[src/rtl/ttl_video_timing_sync.sv]
// ttl_video_timing_sync
// Horizontal/vertical video timing generator modelled on two cascaded
// 9-bit reloadable counter chains. Set/reset flip-flops decode the counts
// into blank and sync. Counting advances only on the rising edge of Cen,
// which is detected against a registered copy of Cen.
//
// Flag semantics: a flag sets when the freshly loaded count equals its ON
// value and clears when it equals its OFF value; ON has priority when both
// match. Horizontal flags are re-evaluated on every counted edge. Vertical
// flags are re-evaluated only on counted edges that wrap the H counter.
// This keeps every flag aligned with the count it was decoded from.
module ttl_video_timing_sync #(
  parameter logic [8:0] H_START    = 9'd128,
  parameter logic [8:0] HBLANK_ON  = 9'd384,
  parameter logic [8:0] HBLANK_OFF = 9'd128,
  parameter logic [8:0] HSYNC_ON   = 9'd416,
  parameter logic [8:0] HSYNC_OFF  = 9'd448,
  parameter logic [8:0] V_START    = 9'd248,
  parameter logic [8:0] VBLANK_ON  = 9'd496,
  parameter logic [8:0] VBLANK_OFF = 9'd272,
  parameter logic [8:0] VSYNC_ON   = 9'd504,
  parameter logic [8:0] VSYNC_OFF  = 9'd508
) (
  input  logic       Clk,
  input  logic       Reset,
  input  logic       Cen,
  output logic [8:0] HCNT,
  output logic [8:0] VCNT,
  output logic       HBLANK,
  output logic       VBLANK,
  output logic       HSYNC,
  output logic       VSYNC,
  output logic       PIX_CE,
  output logic       LINE_END,
  output logic       FRAME_START,
  output logic       FIELD
);

  localparam logic [8:0] CNT_MAX = 9'd511;

  logic       last_cen_q,    last_cen_d;
  logic [8:0] hcnt_q,        hcnt_d;
  logic [8:0] vcnt_q,        vcnt_d;
  logic       hblank_q,      hblank_d;
  logic       vblank_q,      vblank_d;
  logic       hsync_q,       hsync_d;
  logic       vsync_q,       vsync_d;
  logic       pix_ce_q,      pix_ce_d;
  logic       line_end_q,    line_end_d;
  logic       frame_start_q, frame_start_d;
  logic       field_q,       field_d;

  logic       cen_rise;
  logic       h_wrap;
  logic       v_wrap;

  // Set/reset flip-flop decode: set has priority over clear, otherwise hold.
  function automatic logic sr_next(input logic cur, input logic [8:0] cnt,
                                   input logic [8:0] on_v, input logic [8:0] off_v);
    logic nxt;
    nxt = cur;
    if (cnt == on_v) begin
      nxt = 1'b1;
    end else if (cnt == off_v) begin
      nxt = 1'b0;
    end
    return nxt;
  endfunction

  // Edge detect, counter chains, flag decode and pulse generation.
  always_comb begin
    last_cen_d    = Cen;
    hcnt_d        = hcnt_q;
    vcnt_d        = vcnt_q;
    hblank_d      = hblank_q;
    vblank_d      = vblank_q;
    hsync_d       = hsync_q;
    vsync_d       = vsync_q;
    field_d       = field_q;

    cen_rise      = Cen & ~last_cen_q;
    h_wrap        = cen_rise && (hcnt_q == CNT_MAX);
    v_wrap        = h_wrap && (vcnt_q == CNT_MAX);

    pix_ce_d      = cen_rise;
    line_end_d    = h_wrap;
    frame_start_d = v_wrap;

    if (cen_rise) begin
      hcnt_d   = h_wrap ? H_START : hcnt_q + 9'd1;
      hblank_d = sr_next(hblank_q, hcnt_d, HBLANK_ON, HBLANK_OFF);
      hsync_d  = sr_next(hsync_q,  hcnt_d, HSYNC_ON,  HSYNC_OFF);
    end

    if (h_wrap) begin
      vcnt_d   = v_wrap ? V_START : vcnt_q + 9'd1;
      field_d  = field_q ^ v_wrap;
      vblank_d = sr_next(vblank_q, vcnt_d, VBLANK_ON, VBLANK_OFF);
      vsync_d  = sr_next(vsync_q,  vcnt_d, VSYNC_ON,  VSYNC_OFF);
    end
  end

  // State registers; reset forces last_cen high so a Cen held high through
  // reset does not count an edge on release.
  always_ff @(posedge Clk) begin
    if (Reset) begin
      last_cen_q    <= 1'b1;
      hcnt_q        <= H_START;
      vcnt_q        <= V_START;
      hblank_q      <= 1'b1;
      vblank_q      <= 1'b1;
      hsync_q       <= 1'b0;
      vsync_q       <= 1'b0;
      pix_ce_q      <= 1'b0;
      line_end_q    <= 1'b0;
      frame_start_q <= 1'b0;
      field_q       <= 1'b0;
    end else begin
      last_cen_q    <= last_cen_d;
      hcnt_q        <= hcnt_d;
      vcnt_q        <= vcnt_d;
      hblank_q      <= hblank_d;
      vblank_q      <= vblank_d;
      hsync_q       <= hsync_d;
      vsync_q       <= vsync_d;
      pix_ce_q      <= pix_ce_d;
      line_end_q    <= line_end_d;
      frame_start_q <= frame_start_d;
      field_q       <= field_d;
    end
  end

  assign HCNT        = hcnt_q;
  assign VCNT        = vcnt_q;
  assign HBLANK      = hblank_q;
  assign VBLANK      = vblank_q;
  assign HSYNC       = hsync_q;
  assign VSYNC       = vsync_q;
  assign PIX_CE      = pix_ce_q;
  assign LINE_END    = line_end_q;
  assign FRAME_START = frame_start_q;
  assign FIELD       = field_q;

endmodule
[config.mk]
export PLATFORM = sky130hd
export DESIGN_NAME = ttl_video_timing_sync
export DESIGN_NICKNAME = d
export VERILOG_FILES = /design/src/rtl/ttl_video_timing_sync.sv
export SDC_FILE = /design/constraint.sdc
export NUM_CORES = 1
export LEC_CHECK = 0
export ABC_AREA = 1
export BUFFER_PORTS_ARGS = -buffer_cell sky130_fd_sc_hd__buf_2
export CAP_MARGIN = 15
export CORE_MARGIN = 2
export CORE_UTILIZATION = 49
export DETAILED_ROUTE_END_ITERATION = 16
export PLACE_DENSITY_LB_ADDON = 0.25
export SLEW_MARGIN = 25
export SYNTH_ARGS = -nofsm -noshare
export SYNTH_HDL_FRONTEND = slang
export SYNTH_SLANG_ARGS = --single-unit
[constraint.sdc]
create_clock -name Clk -period 1.9 [get_ports Clk]
set_input_delay 0 -clock Clk [delete_from_list [all_inputs] [get_ports Clk]]
set_output_delay 0 -clock Clk [all_outputs]
set_load 0.005 [all_outputs]
; ---- Word level (Yosys, flattened, before mapping)
; Cells that the tools add are included.
[classes]
add_sub_neg = 2
n_eq_ne = 10
muxes = 10
bitwise_logic = 3
n_reduce_logical = 10
[op_table]
columns = cell, n
row1 = $eq 9x9->1 const B, 9
row2 = $add 9x1->9 const B, 2
row3 = $mux 9, 2
row4 = $eq 9x8->1 const B, 1
row5 = $mux 1, 8
row6 = $reduce_and 2->1, 4
row7 = $reduce_bool 2->1, 4
row8 = $logic_and 1x1->1, 2
row9 = $and 1x1->1, 1
row10 = $not 1->1, 1
row11 = $xor 1x1->1, 1
[totals]
regBits = 27
input_bits = 3
output_inout_bits = 26
word_cells = 46

; ---- Depth between registers and ports, before layout
[depth]
ltp_word = 8
depth_mapped = 15
mapped_depth_nobuf = 15

; ---- Least setup slack after synthesis
; Ideal clock, no wire load.
[synth_timing]
path_kind = reg2reg
start = reg hcnt_q[1] (netlist: HCNT[1])
end = reg hsync_q (netlist: HSYNC)
setup_ps = 118
arrival_ps = 1909
required_time_ps = 1782
path_slack_ps = -127
path_stages_with_launch = 15
path_buffers = 1
period_less_slack_ps = 2027
path_cell_list = dfxtp_1 ha_1 nand2_2 nor2_4 nand3_2 nor2_1 ha_1 nand3_4 buf_2 nand3_1 nand2_2 nor2_2 nand2_1 nand2_1 a21oi_2
[synth_between]
elab_chain_len = 6
elab_cells_between_ends = 9
classes_between = add/sub: 1 / eq/ne: 3 / mux: 2 / reduce/logical: 3
[synth_rtl]
columns = item, line_no
row1 = start: declaration, 42  ; logic [8:0] hcnt_q, hcnt_d;
row2 = start signal: assignment, 120  ; hcnt_q <= hcnt_d;
row3 = "parallel branches: the longest is 2 deep, another holds $add 9x1->9", n/a
row4 = $mux 9 *, 90  ; hcnt_d = h_wrap ? H_START : hcnt_q + 9'd1;
row5 = $eq 9x9->1 (on tied branches), "62, 64"
row6 = $reduce_bool 2->1 (no source line), n/a
row7 = $reduce_and 2->1 (no source line), n/a
row8 = end signal: assignment, 124  ; hsync_q <= hsync_d;
row9 = end: declaration, 46  ; logic hsync_q, hsync_d;
; Mark *: on every way between the ends.
; A chain may end at the register's enable or synchronous reset.

; ---- Final worst setup path
[layout_timing]
start = reg vcnt_q[1] (netlist: VCNT[1])
end = reg vsync_q (netlist: VSYNC)
[layout_between]
elab_chain_len = 6
elab_cells_between_ends = 9
classes_between = add/sub: 1 / eq/ne: 3 / mux: 2 / reduce/logical: 3
[layout_rtl]
columns = item, line_no
row1 = start: declaration, 43  ; logic [8:0] vcnt_q, vcnt_d;
row2 = start signal: assignment, 121  ; vcnt_q <= vcnt_d;
row3 = "parallel branches: the longest is 2 deep, another holds $add 9x1->9", n/a
row4 = $mux 9 *, 96  ; vcnt_d = v_wrap ? V_START : vcnt_q + 9'd1;
row5 = $eq 9x9->1 (on tied branches), "62, 64"
row6 = $reduce_bool 2->1 (no source line), n/a
row7 = $reduce_and 2->1 (no source line), n/a
row8 = end signal: assignment, 125  ; vsync_q <= vsync_d;
row9 = end: declaration, 47  ; logic vsync_q, vsync_d;
; Marks and branches as above.

==> results_dict.tcl <==
set metrics [dict create \
    rsz0062_at_grt "true" \
    cts_root_buffer "clkbuf_4" \
    netlist_top_cells_count "nand2_1, dfxtp_1, inv_1, a21oi_1, nand3_1" \
    synth_cell_types 30 \
    synthesis.instances 204 \
    reg2reg_slack_ps -30 \
    async_flop_share 0 \
    setup_ws_ps -27.7 \
    ys_warn_count 0 \
    max_freq_ghz 0.519 \
    cts_htree_levels 1 \
    total_power_mw 0.932 \
    drc_errors 2 \
    vias 1529 \
    endpoint_kind "flop" \
    synth_area_leaders "dfxtp_1, nand2_1, inv_1" \
    clock-sinks 27 \
    irDropWorstVdd_uv 489 \
    post-route-period-util 1.01 \
    vias_per_cell 5.17 \
    hp-class "in2reg" \
    diodes 0 \
    final_util 0.725 \
    yosysMostFrequentCell "nand2_1" \
    period_needed_ps 1930 \
    drtIter0Drc 67 \
    cts-buffers-inserted 3 \
    fin_cells 296 \
    grt_use_total 0.240 \
    worst_pin_slew_ps 469 \
    cts_buffer_depth 2 \
    grt-ovfl-total 0 \
    pre_cts_ws_ps -104 \
    clock_latency_ps 330 \
    critPathMaxFanout 3 \
    finalWirelength_mm 3.80 \
    critPathLaunchType "flop" \
    violations "design-rule violations, negative setup slack" \
    worstReg2RegStart "VCNT[1]" \
    path_clk_slew_ps 150 \
    design_area_mm2 0.00203 \
    synth-seq-area-share 0.366 \
    wl_per_cell_um 12.8 \
    r2r_end "VSYNC" \
    grt_pass1_vias 1438 \
    syn-cell-area_mm2 0.00148 \
    path_class "reg2reg" \
    dr.pass1.iters 10 \
    core_mm2 0.00281 \
    io_pins 29 \
    start_util 0.527 \
    max_slew_margin 0.687 \
    hold_end "VCNT[7]" \
    fp.dieH_um 58.9 \
    grt_pass1_wl_mm 6.35 \
    postSynthRegisterBits 27 \
    syn_to_final_growth_pct 37.6 \
    finalHoldViolCount 0 \
    fin_nets 273 \
    fin_skew_ps 6.73 \
    grt_max_degree 16 \
    hp-start "Reset" \
    synth.avg_cell_area_um2 7.24 \
    antenna_found_initial 0 \
    post_route_cells_drive_above_1_share 0.408 \
    p_per_area_mw_per_mm2 458 \
    setup_viol 2 \
    p_leak_nw 0.984 \
    row_count 19 \
    cp.arrival_ps 2210 \
    gp_congestion 0.925 \
    yosys.area.top_type_share 0.366 \
    io_buffers 28 \
    drtAntennaViolNets 0 \
    required_ps 2180 \
    hold_depth 3 \
    die_x_um 58.9 \
    drv_cap 0 \
    placed_area_mm2 0.00185 \
    synthesis.nets 211 \
    dieArea_mm2 0.00347 \
    cts_tree "built" \
    place_inst 284 \
    outcome "complete, but fails checks" \
    synth_area_leader_cell "dfxtp_1" \
    reg2reg_depth 14 \
    synth_edf_count 0 \
    slew_violations 0 \
    synth_flop_cell "dfxtp_1" \
    hpwl_mm 2.62 \
]
[worst max path at each step]
stage	slack [ps]	end	start	cells past startpoint
after detailed placement	-100	VSYNC	HCNT[0]	15
final	-30	VSYNC	VCNT[1]	14
after CTS	-20	VSYNC	HCNT[0]	15
after floorplan	8	VSYNC	HCNT[0]	15
after global routing	-160	VBLANK	VCNT[1]	13
after global placement	-50	VSYNC	HCNT[0]	15
[worst max-delay path: stages, from the launching register on]
cell and delay, ps:
dfxtp_1 370, ha_2 190, nand2_2 60, nor2_2 130, inv_1 90, nor3_2 150
ha_2 270, inv_1 110, nand3_4 110, nor2_4 50, nand2_1 100, nor2_4 40
nand3_1 60, nand2_1 50, nor2_1 90
[per-layer routing]
layer  global-route usage  wire (um)
met1                0.283       1650
met2                0.419       1870
met3               0.0462        175
met4                0.104         97
met5                    0          0
[layout by cell type (no fill, tap or decap), types with 2 or more instances in the layout]
cell type,netlist,layout
a21oi_1,17,17
nand3_1,17,11
dfxtp_1,27,24
a211oi_1,2,2
clkbuf_4,0,3
dlygate4sd3_1,0,3
o21ai_0,13,13
dfxtp_2,0,3
or2_2,2,2
inv_1,27,27
nand3_4,1,2
nor2_1,14,10
nand2_2,6,6
nor2_2,5,8
buf_6,0,2
buf_2,5,28
nand3_2,6,11
nand4_1,3,3
nor2_4,2,3
nand2_1,37,36
o211ai_1,4,4
buf_4,0,29
ha_2,0,3
[power by group]
part | switching, mW | internal (mW)
Clock | 0.172 | 0.0825
Combinational | 0.0541 | 0.0379
Sequential | 0.00789 | 0.577
[cell families (layout without fill, tap and decap cells)]
group,count (synthesis),after routing,synth area share
AO/OA/AOI/OAI,40,40,0.152
buffers and inverters,33,94,0.0889
AND/OR/NAND/NOR,100,100,0.359
adder cells (fa/ha/maj),4,4,0.0339
flip-flops,27,27,0.366
[layout make-up]
class / instances / area (um^2)
Timing Repair Buffer: 62 / 410
Fill cell: 232 / 772
Tap cell: 31 / 38.8
Inverter: 28 / 110
Clock buffer: 4 / 26.3
Multi-Input combinational cell: 144 / 903
Sequential cell: 27 / 544
[what timing repair did]
item,CTS,global route
pin swaps,6,4
resized for setup,14,7
setup endpoints to repair,4,11
endpoints found under the hold margin,6,0
hold buffers,3,0
buffers inserted,5,0
[stage by stage]
| step | setup TNS [ps] | hold WS [ps] |
|---|---|---|
| 3_3_place_gp | -72.6 | 262 |
| 2_1_floorplan | 0 | 78.5 |
| 6_report | -55.2 | 194 |
| 4_1_cts | -58.7 | 213 |
| 5_1_grt | -655 | 225 |
| 3_5_place_dp | -252 | 258 |
Power figures use the tool's default switching activity.
